### src/rtl/ddr_game_ctrl.sv
// ddr_game_ctrl: game sequencer for the DDR datapath.
// Owns the IDLE/GAME/PAUSE state and generates the pseudo-random arrow stream.
// It judges the presses collected between metronome beats against the arrow
// that sat in the hit slot, and keeps the score and combo counters.

module ddr_game_ctrl #(
  parameter int          STATE_BITS      = 1,
  parameter int          NUM_ARROWS_BITS = 4,
  parameter logic [15:0] LFSR_SEED       = 16'hACE1,
  parameter int          BEATS_PER_SONG  = 64,
  parameter int          SCORE_MAX       = 9999
) (
  input  logic                       clk,
  input  logic                       rst,
  input  logic                       metronome_clk,
  input  logic                       btn_start,
  input  logic                       btn_pause,
  input  logic                       btn_sel,
  input  logic [3:0]                 btn_dir,
  input  logic [NUM_ARROWS_BITS:0]   cur_arrow,
  output logic [STATE_BITS:0]        state,
  output logic [NUM_ARROWS_BITS:0]   next_arrow,
  output logic [13:0]                score,
  output logic [13:0]                comboCount,
  output logic                       combo_enable,
  output logic                       song_done
);

  localparam int SW = STATE_BITS + 1;
  localparam int AW = NUM_ARROWS_BITS + 1;
  localparam int CW = $clog2(BEATS_PER_SONG + 1);

  localparam logic [AW-1:0] ARROW_NONE = AW'(20);
  localparam logic [13:0]   SAT        = 14'(SCORE_MAX);
  localparam logic [CW-1:0] SONG_LEN   = CW'(BEATS_PER_SONG);

  typedef enum logic [STATE_BITS:0] {
    IDLE  = SW'(0),
    GAME  = SW'(1),
    PAUSE = SW'(2)
  } state_t;

  state_t          cur_state;
  logic            meta_q;
  logic            sync_q;
  logic            sync_d;
  logic            beat;
  logic            beat_d1;
  logic            beat_d2;
  logic [15:0]     lfsr;
  logic [3:0]      press_mask;
  logic [AW-1:0]   target;
  logic [CW-1:0]   beat_cnt;

  logic [3:0]      exp_mask;
  logic            hit;
  logic            quiet;
  logic            new_game;
  logic [15:0]     lfsr_next;
  logic [AW-1:0]   gen_arrow;
  logic [13:0]     score_up;
  logic [13:0]     combo_up;
  logic [CW-1:0]   cnt_next;

  assign state = cur_state;

  // Bring the metronome into clk, edge-detect it, and delay the beat so the target is captured after the display shift.
  always_ff @(posedge clk or posedge rst) begin
    if (rst) begin
      meta_q  <= 1'b0;
      sync_q  <= 1'b0;
      sync_d  <= 1'b0;
      beat    <= 1'b0;
      beat_d1 <= 1'b0;
      beat_d2 <= 1'b0;
    end else begin
      meta_q  <= metronome_clk;
      sync_q  <= meta_q;
      sync_d  <= sync_q;
      beat    <= sync_q & ~sync_d;
      beat_d1 <= beat && (cur_state == GAME);
      beat_d2 <= beat_d1;
    end
  end

  // Judgement, arrow generation and saturating counter helpers.
  always_comb begin
    exp_mask = 4'b0000;
    case (target)
      AW'(10): exp_mask = 4'b1000;
      AW'(11): exp_mask = 4'b0100;
      AW'(12): exp_mask = 4'b0010;
      AW'(13): exp_mask = 4'b0001;
      AW'(14): exp_mask = 4'b1100;
      AW'(15): exp_mask = 4'b1010;
      AW'(16): exp_mask = 4'b1001;
      AW'(17): exp_mask = 4'b0110;
      AW'(18): exp_mask = 4'b0101;
      AW'(19): exp_mask = 4'b0011;
      default: exp_mask = 4'b0000;
    endcase
    hit       = (press_mask == exp_mask) && (target != ARROW_NONE);
    quiet     = (target == ARROW_NONE) && (press_mask == 4'b0000);
    new_game  = btn_start && ((cur_state == IDLE) || (cur_state == PAUSE));
    lfsr_next = {lfsr[14:0], lfsr[15] ^ lfsr[13] ^ lfsr[12] ^ lfsr[10]};
    gen_arrow = (lfsr[15:12] == 4'd0) ? ARROW_NONE : (AW'(10) + AW'(lfsr[3:0] % 4'd10));
    score_up  = (score >= SAT) ? SAT : score + 14'd1;
    combo_up  = (comboCount >= SAT) ? SAT : comboCount + 14'd1;
    cnt_next  = beat_cnt + 1'b1;
  end

  // Game state machine with all registered outputs, scoring and the arrow LFSR.
  always_ff @(posedge clk or posedge rst) begin
    if (rst) begin
      cur_state    <= IDLE;
      score        <= 14'd0;
      comboCount   <= 14'd0;
      combo_enable <= 1'b0;
      song_done    <= 1'b0;
      next_arrow   <= ARROW_NONE;
      lfsr         <= LFSR_SEED;
      beat_cnt     <= '0;
      press_mask   <= 4'b0000;
      target       <= ARROW_NONE;
    end else begin
      if (beat_d2) begin
        target <= cur_arrow;
      end
      if (beat_d1 && (cur_state == GAME)) begin
        next_arrow <= gen_arrow;
      end
      if (new_game) begin
        cur_state    <= GAME;
        score        <= 14'd0;
        comboCount   <= 14'd0;
        combo_enable <= 1'b0;
        song_done    <= 1'b0;
        beat_cnt     <= '0;
        press_mask   <= 4'b0000;
        target       <= ARROW_NONE;
      end else begin
        case (cur_state)
          GAME: begin
            if (beat) begin
              if (hit) begin
                score      <= score_up;
                comboCount <= combo_up;
              end else if (!quiet) begin
                comboCount <= 14'd0;
              end
              press_mask <= btn_dir;
              lfsr       <= lfsr_next;
              beat_cnt   <= cnt_next;
              if (cnt_next == SONG_LEN) begin
                cur_state <= PAUSE;
                song_done <= 1'b1;
              end else if (btn_pause) begin
                cur_state <= PAUSE;
              end
            end else begin
              press_mask <= press_mask | btn_dir;
              if (btn_pause) begin
                cur_state <= PAUSE;
              end
            end
          end
          PAUSE: begin
            if (btn_pause && !song_done) begin
              cur_state <= GAME;
            end
            if (btn_sel) begin
              combo_enable <= ~combo_enable;
            end
          end
          IDLE: begin
            cur_state <= IDLE;
          end
          default: begin
            cur_state <= IDLE;
          end
        endcase
      end
    end
  end

endmodule

### config.mk
export PLATFORM = sky130hd
export DESIGN_NAME = ddr_game_ctrl
export DESIGN_NICKNAME = d
export VERILOG_FILES = /design/src/rtl/ddr_game_ctrl.sv
export SDC_FILE = /design/constraint.sdc
export NUM_CORES = 1
export LEC_CHECK = 0
export ABC_AREA = 1
export CAP_MARGIN = 25
export CORE_ASPECT_RATIO = 0.75
export CORE_MARGIN = 4
export CORE_UTILIZATION = 50
export CTS_BUF_LIST = sky130_fd_sc_hd__clkbuf_8
export DETAILED_ROUTE_END_ITERATION = 8
export DONT_BUFFER_PORTS = 1
export SLEW_MARGIN = 20
export SYNTH_ARGS = -nofsm -noshare
export SYNTH_HDL_FRONTEND = slang
export SYNTH_SLANG_ARGS = --single-unit
### constraint.sdc
create_clock -name clk -period 3.6 [get_ports clk]
set_input_delay 0.18 -clock clk [delete_from_list [all_inputs] [get_ports clk]]
set_output_delay 0.18 -clock clk [all_outputs]
set_load 0.01 [all_outputs]
==> reports/metrics.yaml <==
outcome: "finished clean"
ys.flop_type: "dfrtp_1"
p_comb_share_pct: 29.9
critPathMaxStageDelay_ns: 0.45
power_uw: 2530
die-area_mm2: 0.0102
wl_per_cell_um: 14.4
p_int_uw: 1580
clkSlewWorstSetupHoldPaths_ns: 0.08
diodes: 0
antenna_left: 0
drcViolationCount: 0
core_area_mm2: 0.00813
swShare_pct: 37.6
clkLatencyLatePin_ns: 0.35
cts.sinks: 75
io_pins: 52
root_buffer: "clkbuf_8"
ys_async_sr_fraction_pct: 100
clock_skew_ns: 0.0114
fp-row-count: 28
drt-vias-per-instance: 5.32
synth-edff-count: 0
syn_to_final_growth_pct: 8.44
tns_ns: 0
drtPass1Iterations: 5
worst_setup_path_start_kind: "flop"
p_seq_share_pct: 45.3
maxSlewViolCount: 0
critPathMostFrequentCell: "inv_1"
grt_pass1_vias: 3490
end_kind: "flop"
die_h_um: 88.3
pwr_density_cell_mw_per_mm2: 542
worst_slew_pin_slew_ns: 0.744
yosys_warnings: 0
syn_inst: 562
fin_crit_sh_pct: 83.9
worstPathMaxFanout: 32
critPathKind: "flop to flop"
hold_viol_final: 0
cts.repair.resized: 0
arrival_ns: 3.28
clock_tree.buffer_depth: 2
synth_cell_types: 39
routed_wl_mm: 9.83
nNetsFinal: 603
dp_hpwl_mm: 6.98
grt_first_pass_wirelength_mm: 16.7
fin_crit_ns: 3.02
power_switching_uw: 950
cp_cell_sequence: "inv_1 > ha_1 > o21ai_2 > buf_4 > inv_1 > nor2_2 > buf_4 > inv_1 > nor2_1 > nand2_1 > o21ai_0"
vias: 3636
port_buffers: 0
critPathBufInv: 5
drive_gt1_share_pct: 7.25
die_width_um: 115
cts_made_buffers: 9
grt_overflow: 0
syn_area_mm2: 0.00430
rsz0062_at_grt: "no"
track_usage_pct: 20.6
synth_nets: 591
peakVddDrop_mv: 0.352
gp_routability_congestion: 0.864
cts_max_level: 3
grt_antenna_before_repair: 0
first_iter_violations: 225
relSlewSlack_pct: 50.2
fmax_ghz: 0.331
tritoncts: "done"
cap_violations: 0
crit_family: "buffers and inverters"
grt_max_degree: 40
synth_area_per_cell_um2: 7.65
crit_slowest_cell: "dfrtp_1"
synth_seq_cells: 75
finalSetupViolCount: 0
yosysSeqAreaShare_pct: 44.0
hold_class: "input port to flop"
leakagePower_uw: 0.00230
clkPwrFrac_pct: 24.9
holdWs_ns: 0.0543
crit_required_ns: 3.86
start_util_pct: 52.9
cells in the final DEF (no fill, tap or decap), types with 14 or more instances in the layout:
cell type	n
nand2_1	173
ha_1	14
inv_1	71
o21ai_0	24
nor2_1	47
dfrtp_1	63
nand3_1	46
cell families (layout without fill, tap and decap cells):
group,after synthesis,after routing,share of synthesized area [%]
buffers and inverters,84,101,8.53
xor gates and xnor gates,18,18,3.67
adders and majority gates,14,14,4.08
AOI/OAI and AO/OA,64,64,8.97
and+or+nand+nor,307,307,30.7
DFF,75,75,44.0
state kept, by name (all words and copies together) (netlist names), 2 cells and up:
signal,count
state,2
next_arrow,5
beat_cnt,7
comboCount,14
lfsr,16
target,5
press_mask,4
score,14
power by group through the flow:
stage	registers [uW]	clock network (uW)	logic, uW
floorplan	1120	0	617
global placement	1150	0	721
detailed placement	1160	0	734
CTS	1150	652	750
global route	1160	685	864
finish	1140	628	755
layer usage:
layer / vias up / part of all wire [%] / GRT usage [%]
li1: 1841 / - / -
met4: 0 / 1.2 / 6.08
met2: 104 / 43 / 32.1
met1: 1679 / 50 / 28.8
met3: 12 / 5.8 / 5.13
met5: - / 0 / 0
repair_timing:
item / CTS / global route
hold endpoints to repair: 45 / 0
buffers inserted: 0 / 0
hold buffers: 12 / 0
cells in the mapped netlist, drive strengths merged, types with 3 or more instances:
library cell    n  area (um^2)
o21ai          30          154
nor3           12         60.1
dfrtp          63         1580
nand4          12         75.1
a32oi           4         35.0
a31oi           3         18.8
buf             7         47.5
nand2         176          678
nand3b          3         22.5
clkbuf          8         60.1
dfstp          12          315
inv            69          259
nor2           52          213
xor2           12          105
xnor2           6         52.6
o22ai           3         18.8
nand3          47          240
a21oi          11         55.1
o211ai          5         37.5
ha             14          175
area by class of cell:
cell class | instances | area, um^2
Timing Repair Buffer | 16 | 150
Multi-Input combinational cell | 403 | 2040
Clock buffer | 10 | 138
Tap cell | 105 | 131
Sequential cell | 75 | 1890
Inverter | 69 | 260
Clock inverter | 6 | 50.0
Fill cell | 766 | 3470
final timing paths:
kind	to	from	slack [ns]	cells past startpoint
max	comboCount[2]	state[0]	0.58	11
min reg2reg	sync_q	meta_q	0.36	0
max reg2reg	comboCount[2]	state[0]	0.58	11
max in group asynchronous	lfsr[10]	rst	2.29	3
min in group asynchronous	target[0]	rst	0.36	2
min	combo_enable	btn_sel	0.05	2
per-stage QoR:
stage | utilization, % | cell area, um^2 | worst slack (ns) | std cells
floorplan | - | 4300 | 1.53 | 562
global placement | 53.5 | 4350 | 0.746 | 656
detailed placement | 53.5 | 4350 | 0.559 | 656
CTS | 57.3 | 4660 | 0.530 | 684
global route | 57.3 | 4660 | 0.209 | 684
finish | 57.3 | 4660 | 0.579 | 684
Note: power is estimated with default switching activity, not from simulation.
